## config.mk

```make
export PLATFORM = sky130hd
export DESIGN_NAME = quad_encoder_bank
export DESIGN_NICKNAME = d
export VERILOG_FILES = /design/src/rtl/quad_encoder_pkg.sv /design/src/rtl/quad_encoder_channel.sv /design/src/rtl/quad_encoder_bank.sv
export SDC_FILE = /design/constraint.sdc
export NUM_CORES = 1
export LEC_CHECK = 0
export BUFFER_PORTS_ARGS = -buffer_cell sky130_fd_sc_hd__buf_2
export CORE_UTILIZATION = 35
export CTS_CLUSTER_DIAMETER = 60
export CTS_CLUSTER_SIZE = 28
export DETAILED_ROUTE_END_ITERATION = 10
export GPL_TIMING_DRIVEN = 0
export HOLD_SLACK_MARGIN = 0.02
export SLEW_MARGIN = 10
export SYNTH_ARGS = -nofsm -noshare
export SYNTH_HDL_FRONTEND = slang
export SYNTH_SLANG_ARGS = --single-unit
```

## constraint.sdc

```tcl
create_clock -name clk -period 6.7 [get_ports clk]
set_clock_uncertainty 0.1 [all_clocks]
set_input_delay 0.67 -clock clk [delete_from_list [all_inputs] [get_ports clk]]
set_output_delay 0.67 -clock clk [all_outputs]
set_load 0.05 [all_outputs]
```

## src/rtl/quad_encoder_pkg.sv

```systemverilog
// Shared types and decode helpers for the quadrature encoder bank.
// Phase encoding is {A,B}; forward rotation is 00->10->11->01->00.
package quad_encoder_pkg;

  localparam int MODE_HALF = 0;
  localparam int MODE_X4   = 1;

  typedef logic [1:0] phase_t;

  typedef struct packed {
    logic inc;
    logic dec;
    logic err;
  } dec_t;

  function automatic phase_t fwd_of(phase_t p);
    phase_t r;
    r = 2'b00;
    unique case (1'b1)
      (p == 2'b00): r = 2'b10;
      (p == 2'b10): r = 2'b11;
      (p == 2'b11): r = 2'b01;
      (p == 2'b01): r = 2'b00;
      default:      r = 2'b00;
    endcase
    return r;
  endfunction

  function automatic dec_t decode(
    phase_t p,
    phase_t c,
    int     mode
  );
    dec_t r;
    r = '0;
    if ((p ^ c) == 2'b11) begin
      r.err = 1'b1;
    end else if (p != c) begin
      if (mode == MODE_X4) begin
        r.inc = (c == fwd_of(p));
        r.dec = (p == fwd_of(c));
      end else begin
        // legacy decode only acts on one edge of each pin pair
        r.inc = (!p[1] && c[1] && !c[0]) ||
                (p[1] && !c[1] && c[0]);
        r.dec = (!p[0] && c[0] && !c[1]) ||
                (p[0] && !c[0] && c[1]);
      end
    end
    return r;
  endfunction

endpackage

```

## src/rtl/quad_encoder_channel.sv

```systemverilog
// One encoder channel: synchroniser, optional glitch filter
// (QENC_GLITCH_FILTER_EN), direction decode and bounded counter.
module quad_encoder_channel
  import quad_encoder_pkg::*;
#(
  parameter int WIDTH         = 8,
  parameter int INITIAL_VAL   = 0,
  parameter int INCREMENT     = 1,
  parameter int MIN_VAL       = 0,
  parameter int MAX_VAL       = 255,
  parameter int SATURATE      = 1,
  parameter int MODE          = 0,
  parameter int SYNC_STAGES   = 2,
  parameter int FILTER_CYCLES = 4
) (
  input  logic             clk,
  input  logic             reset,
  input  logic             a,
  input  logic             b,
  input  logic             clear,
  output logic [WIDTH-1:0] value,
  output logic             step,
  output logic             dir,
  output logic             error
);

  localparam int WW = $clog2(SYNC_STAGES + FILTER_CYCLES + 2);
`ifdef QENC_GLITCH_FILTER_EN
  localparam int WARM = SYNC_STAGES + 1 + FILTER_CYCLES;
`else
  localparam int WARM = SYNC_STAGES + 1;
`endif

  localparam logic [WIDTH:0] MAX1 = (WIDTH+1)'(MAX_VAL);
  localparam logic [WIDTH:0] MIN1 = (WIDTH+1)'(MIN_VAL);
  localparam logic [WIDTH:0] INC1 = (WIDTH+1)'(INCREMENT);
  localparam logic [WIDTH-1:0] INIT = WIDTH'(INITIAL_VAL);

  logic [SYNC_STAGES-1:0] sa, sb;
  phase_t raw, cur, prev;
  logic [WW-1:0] warm;
  logic live;
  dec_t d;
  logic [WIDTH:0] v1, n_inc, n_dec;

  always_ff @(posedge clk or posedge reset) begin
    if (reset) begin
      sa <= '0;
      sb <= '0;
    end else begin
      sa <= {sa[SYNC_STAGES-2:0], a};
      sb <= {sb[SYNC_STAGES-2:0], b};
    end
  end

  assign raw = {sa[SYNC_STAGES-1], sb[SYNC_STAGES-1]};

`ifdef QENC_GLITCH_FILTER_EN
  localparam int CW = $clog2(FILTER_CYCLES + 1);
  phase_t filt;
  logic [CW-1:0] fcnt [2];

  always_ff @(posedge clk or posedge reset) begin
    if (reset) begin
      filt    <= '0;
      fcnt[0] <= '0;
      fcnt[1] <= '0;
    end else begin
      for (int i = 0; i < 2; i++) begin
        if (raw[i] == filt[i]) begin
          fcnt[i] <= '0;
        end else if (fcnt[i] == CW'(FILTER_CYCLES - 1)) begin
          filt[i] <= raw[i];
          fcnt[i] <= '0;
        end else begin
          fcnt[i] <= fcnt[i] + 1'b1;
        end
      end
    end
  end

  assign cur = filt;
`else
  assign cur = raw;
`endif

  assign live = (warm == WW'(WARM));
  assign d    = decode(prev, cur, MODE);
  assign v1   = {1'b0, value};

  always_comb begin
    n_inc = v1 + INC1;
    if (n_inc > MAX1)
      n_inc = (SATURATE != 0) ? MAX1 : MIN1;
    n_dec = v1 - INC1;
    if (v1 < MIN1 + INC1)
      n_dec = (SATURATE != 0) ? MIN1 : MAX1;
  end

  always_ff @(posedge clk or posedge reset) begin
    if (reset) begin
      value <= INIT;
      step  <= 1'b0;
      dir   <= 1'b0;
      error <= 1'b0;
      prev  <= '0;
      warm  <= '0;
    end else begin
      prev  <= cur;
      step  <= 1'b0;
      error <= 1'b0;
      if (!live)
        warm <= warm + 1'b1;
      else
        error <= d.err;
      if (clear) begin
        value <= INIT;
      end else if (live && (d.inc || d.dec)) begin
        step  <= 1'b1;
        dir   <= d.inc;
        value <= d.inc ? n_inc[WIDTH-1:0]
                       : n_dec[WIDTH-1:0];
      end
    end
  end

endmodule

```

## src/rtl/quad_encoder_bank.sv

```systemverilog
// Bank of independent quadrature encoder channels; bus packing only.
// Optional glitch filter enabled by defining QENC_GLITCH_FILTER_EN.
module quad_encoder_bank
  import quad_encoder_pkg::*;
#(
  parameter int CHANNELS      = 2,
  parameter int WIDTH         = 8,
  parameter int INITIAL_VAL   = 0,
  parameter int INCREMENT     = 1,
  parameter int MIN_VAL       = 0,
  parameter int MAX_VAL       = 255,
  parameter int SATURATE      = 1,
  parameter int MODE          = MODE_HALF,
  parameter int SYNC_STAGES   = 2,
  parameter int FILTER_CYCLES = 4
) (
  input  logic                      clk,
  input  logic                      reset,
  input  logic [CHANNELS-1:0]       a,
  input  logic [CHANNELS-1:0]       b,
  input  logic [CHANNELS-1:0]       clear,
  output logic [CHANNELS*WIDTH-1:0] value,
  output logic [CHANNELS-1:0]       step,
  output logic [CHANNELS-1:0]       dir,
  output logic [CHANNELS-1:0]       error
);

  for (genvar n = 0; n < CHANNELS; n++) begin : g_ch
    quad_encoder_channel #(
      .WIDTH        (WIDTH),
      .INITIAL_VAL  (INITIAL_VAL),
      .INCREMENT    (INCREMENT),
      .MIN_VAL      (MIN_VAL),
      .MAX_VAL      (MAX_VAL),
      .SATURATE     (SATURATE),
      .MODE         (MODE),
      .SYNC_STAGES  (SYNC_STAGES),
      .FILTER_CYCLES(FILTER_CYCLES)
    ) u_ch (
      .clk  (clk),
      .reset(reset),
      .a    (a[n]),
      .b    (b[n]),
      .clear(clear[n]),
      .value(value[n*WIDTH +: WIDTH]),
      .step (step[n]),
      .dir  (dir[n]),
      .error(error[n])
    );
  end

endmodule
```

* Yosys cells after proc, flatten, opt, wreduce, memory -nomap -nowiden *
Cells that the tools add are included.

cells by class
  equal/unequal tests = 6
  $add $sub $neg = 6
  shifts and indexed selects = 0
  multipliers = 0
  mux-type cells = 22
  div/mod/pow operators = 0
  bitwise gates (word level) = 4
  order comparisons = 4
  reduce and logical (&&, ||, !) cells = 36

operators with widths
  kind                                                           count
  2-to-1 mux 8 bit                                               10
  adder 8 x 1 -> 9 bit, second input constant                    2
  greater-than comparator 9 x 8 -> 1 bit, second input constant  2
  logical AND 1 bit                                              18
  less-than comparator 8 x 1 -> 1 bit, second input constant     2
  subtractor 8 x 1 -> 8 bit, second input constant               2
  zero test 1 bit                                                8
  2-to-1 mux 1 bit                                               8
  2-to-1 mux 2 bit                                               4
  adder 3 x 1 -> 3 bit, second input constant                    2
  == test 3 x 2 -> 1 bit, second input constant                  2
  logical OR 1 bit                                               6
  == test 2 bit, second input constant                           2
  inequality test 2 bit                                          2
  AND reduction 2 bit                                            2
  nonzero test 2 bit                                             2
  bitwise XOR 2 bit                                              2
  NOT 1 bit                                                      2

storage, ports and cells
  memories = 0
  register bits = 40
  logic and storage cells = 94
  input port bits = 8
  ROM bits = 0
  output and inout bits = 22
  bits in latches = 0
  RAM bits = 0

* Longest topological paths before layout *
  depth after elaboration = 10
  mapped depth = 10
  mapped depth without buffers = 10

* Cells and area by module *
From an unflattened synthesis, not the netlist that was laid out.

second synthesis, totals
  cell total of the unflattened synthesis = 258
  area, all modules = 2523.7 µm²

modules (own cells, without submodules)
  module                                seq. area each (µm²)  cells an instance  instances  area each (µm²)
  quad_encoder_channel at g_ch[1].u_ch  500.5                 137                1          1351.3
  quad_encoder_channel at g_ch[0].u_ch  500.5                 121                1          1172.4

* Worst setup path after synthesis *
Ideal clock, no wire load.

  path kind = reg2reg
  start point = reg g_ch[0].u_ch.value[0]
  end point = reg g_ch[0].u_ch.value[2]
  library setup time = 64 ps
  buffers on the path = 0
  data required time = 6536 ps
  path slack = 4115 ps
  period minus slack after synthesis = 2585 ps
  arrival = 2421 ps
  cell stages (with the launch flop) = 9
  cell sequence = dfrtp_1 > inv_1 > ha_1 > nor4b_2 > a2111oi_0 > nor2_1 > a2111oi_0 > a221o_1 > a21o_1

between the ends
  word-level cells in the longest chain between the ends = 6
  elaborated cells on any way between the ends = 9
  those cells by class = add/sub: 2; order compare: 2; mux: 5

RTL lines
  item                                    RTL line                     RTL
  start: declaration                      quad_encoder_channel.sv:21   output logic [WIDTH-1:0] value,
  start signal: assignment                quad_encoder_channel.sv:121  value <= d.inc ? n_inc[WIDTH-1:0]
  adder 8 x 1 -> 9 bit                    quad_encoder_channel.sv:92   n_inc = v1 + INC1;
  greater-than comparator 9 x 8 -> 1 bit  quad_encoder_channel.sv:93   if (n_inc > MAX1)
  2-to-1 mux 8 bit                        quad_encoder_channel.sv:93
  2-to-1 mux 8 bit *                      quad_encoder_channel.sv:121
  2-to-1 mux 8 bit *                      quad_encoder_channel.sv:118  end else if (live && (d.inc || d.dec)) begin
  2-to-1 mux 8 bit *                      quad_encoder_channel.sv:116  if (clear) begin

Every way passes the cells marked *; elsewhere a longest branch is shown, timed or not. The select of a mux whose other input is x is not followed.
A chain may end at the register's enable or synchronous reset.

* Worst setup path in the final report *
Same ends and word-level chain as after synthesis.

==> flow_metrics.py <==
metrics = {
    "outcome": {
        "status": "complete, no violations",
    },
    "pwr": {
        "powerDensity_mw_per_mm2": 327.2,
        "p_int_mw": 0.5475,
        "seqPwrFrac": 0.321,
        "clockPowerShare": 0.199,
        "swShare": 0.4324,
        "switchingPower_mw": 0.4171,
        "power_mw": 0.9646,
        "p_leak_nw": 1.410,
        "p_comb_frac": 0.480,
        "ir_drop_mv": 0.09802,
    },
    "sta": {
        "hold_viol": 0,
        "rsz0062_at_grt": "no",
        "setup_tns_ps": 0,
        "tightest_slew_ps": 733.4,
        "min_period_ps": 2663,
        "post-route-period-util": 0.3975,
        "slew_headroom": 0.5111,
        "drv_slew": 0,
        "setup_viol": 0,
        "max_freq_mhz": 375.4,
    },
    "setup_path": {
        "slowest_stage": "dfrtp_1",
        "path_cells": "inv_1 -> ha_1 -> nor4b_2 -> a2111oi_0 -> nor2_1 -> a2111oi_0 -> a221o_1 -> a21o_1",
        "critPathCaptureType": "register",
        "slowest_delay_ps": 480,
        "r2r-start": "g_ch[0].u_ch.value[0]",
        "crit_start": "g_ch[0].u_ch.value[0]",
        "path_common_cell": "a2111oi_0",
        "path_buf_inv": 1,
        "crit_fanout": 9,
        "critPathKind": "reg2reg",
        "cp.arrival_ps": 2750,
        "path_delay_family": "simple AND/OR/NAND/NOR gates",
        "required_ps": 6790,
        "start_kind": "register",
    },
    "worst_hold_path": {
        "hold_class": "in2async",
    },
    "global_routing": {
        "grtUsageTotal": 0.1520,
        "grt_pass1_vias": 2016,
        "antenna_found_initial": 0,
        "overflow": 0,
        "grt_pass1_wl_um": 9156,
        "grt_max_degree": 31,
    },
    "cts": {
        "cts_made_buffers": 5,
        "htree_num_levels": 2,
        "clockBufferDepth": 2,
        "postCtsSetupRepairBufs": 0,
        "tritoncts": "yes",
        "cts_resized": 0,
        "postCtsHoldBufs": 0,
        "path_clk_slew_ps": 80,
        "clock-sinks": 40,
        "clkLatencyLatePin_ps": 290,
        "cts_root_buf": "clkbuf_8",
    },
    "logic_synthesis": {
        "ys_types": 52,
        "synthMuxAreaShare": 0.03624,
        "synth_fa_ha_area_frac": 0.08815,
        "async_flop_share": 1.000,
        "syn_area_mm2": 0.002555,
        "syn_nets": 310,
        "synth_top_family_by_area": "simple AND/OR/NAND/NOR gates",
        "synth_xor_area_frac": 0.03085,
        "synth_seq_cells": 40,
        "synth_edf_count": 0,
        "yosys_warnings": 0,
        "synth-compound-area-share": 0.1699,
        "ys_seq_area_frac": 0.3918,
        "syn_inst": 284,
        "synthFlopType": "dfrtp_1",
        "synth.avg_cell_area_um2": 8.996,
        "synth_simple_gate_area_frac": 0.2086,
    },
    "cells_and_area": {
        "syn2layout_area_growth_pct": 15.38,
        "n_fill_cell": 711,
        "nNetsFinal": 347,
        "diodes": 0,
        "layout_common_cells": "dfrtp_1, buf_2, nand2_1",
        "drive_above_1_share": 0.2019,
        "design_area_mm2": 0.002948,
        "final_common_cell": "dfrtp_1",
    },
    "placement": {
        "port_buffers": 29,
        "gp_congestion": 0.8289,
        "placed_area_mm2": 0.002840,
        "place_hpwl_um": 3815,
    },
    "routing": {
        "dr.pass1.iters": 4,
        "wire_per_inst_um": 12.42,
        "drc": 0,
        "vias": 2123,
        "drt-initial-drc-count": 120,
        "postRouteAntennaNets": 0,
        "wl_um": 5193,
        "vias_per_cell": 5.079,
    },
    "floorplanning": {
        "dieArea_mm2": 0.007646,
        "die_x_um": 87.44,
        "initial_core_util": 0.3699,
        "core.rowCount": 30,
        "io_pins": 30,
        "die_h_um": 87.44,
        "core_region_area_mm2": 0.006907,
    },
    "run": {
        "cap_violations": 0,
    },
}
[worst register-to-register path, cell delays in order, from the launching register on]
cell and delay, ps:
dfrtp_1 480, inv_1 150, ha_1 260, nor4b_2 440, a2111oi_0 180, nor2_1 370
a2111oi_0 150, a221o_1 280, a21o_1 150
[worst paths after layout]
path	slack, ps	cells past startpoint	end
max in group asynchronous	5850	3	g_ch[1].u_ch.value[4]
min in group clk	250	0	g_ch[0].u_ch.sa[1]
min	210	2	g_ch[0].u_ch.warm[0]
min reg2reg	250	0	g_ch[0].u_ch.sa[1]
max	4040	8	g_ch[0].u_ch.value[2]
max reg2reg	4040	8	g_ch[0].u_ch.value[2]
[layout make-up]
class	count	area (um^2)	area share
tap	96	120.1	0.04075
timing repair buffer	30	165.2	0.05603
multi-input combinational	203	1364	0.4626
clock inverter	2	35.03	0.01188
sequential	40	1001	0.3396
buffer	19	107.6	0.03650
inverter	22	82.58	0.02801
clock buffer	6	72.57	0.02462
[per-stage QoR]
stage / util / setup slack, ps / cells / hold WS, ps
global route: 0.4268 / 3867 / 418 / 214.7
finish: 0.4268 / 4037 / 418 / 205.5
floorplan: - / 4115 / 284 / 231.2
global placement: 0.4083 / 4030 / 409 / 231.2
CTS: 0.4268 / 4073 / 418 / 206.5
detailed placement: 0.4112 / 4094 / 410 / 234.7
[routing by layer]
metal  global-route usage  wire [um]  vias up
li1                     -          -     1059
met1               0.2118       2537      997
met2               0.2379       2328       57
met3              0.03128        244       10
met4              0.04322         83        0
met5                    0          0        -
[state kept, by name (all words and copies together), names as in the netlist]
| signal | count |
|---|---|
| g_ch.u_ch.value | 16 |
| g_ch.u_ch.prev | 4 |
| g_ch.u_ch.step | 2 |
| g_ch.u_ch.sa | 4 |
| g_ch.u_ch.dir | 2 |
| g_ch.u_ch.error | 2 |
| g_ch.u_ch.warm | 6 |
| g_ch.u_ch.sb | 4 |
[cell families after synthesis]
| kind of cell | after synthesis |
|---|---|
| AND/OR/NAND/NOR | 103 |
| flip-flops | 40 |
| multiplexers | 9 |
| buffers and inverters | 41 |
| AO/OA/AOI/OAI | 64 |
| adder cells (fa/ha/maj) | 18 |
| XOR/XNOR | 9 |
[power groups by stage]
stage | clock network, mW | registers, mW | logic, mW
3_3_place_gp | 0 | 0.314 | 0.454
2_1_floorplan | 0 | 0.389 | 0.289
4_1_cts | 0.200 | 0.310 | 0.461
5_1_grt | 0.212 | 0.314 | 0.507
6_report | 0.192 | 0.310 | 0.463
3_5_place_dp | 0 | 0.315 | 0.458
[synth_stat cells, types with 2 or more instances]
library cell,n,share of area
clkbuf_1,5,0.0073
a2111oi_0,2,0.0069
mux2i_1,7,0.027
buf_2,5,0.0098
or3_1,4,0.0098
xor2_1,2,0.0069
buf_4,8,0.024
o31ai_1,2,0.0059
mux2_2,2,0.0088
a211oi_1,2,0.0059
inv_1,21,0.031
o21ai_0,18,0.035
o221ai_1,2,0.0069
nand2_1,26,0.038
nor4_1,2,0.0049
nor3_1,8,0.016
a21boi_0,4,0.012
xnor2_1,7,0.024
a21o_1,3,0.0088
nor2b_1,5,0.012
nor4b_2,2,0.012
ha_1,18,0.088
nand3_1,9,0.018
nand2b_1,4,0.0098
a221o_1,5,0.020
nor2_1,24,0.035
a22o_1,2,0.0069
or2_2,7,0.017
a21oi_1,13,0.025
dfrtp_1,40,0.39
and3_1,2,0.0049
nand4_1,2,0.0049
and2_1,2,0.0049
(Power assumes the default switching activity.)
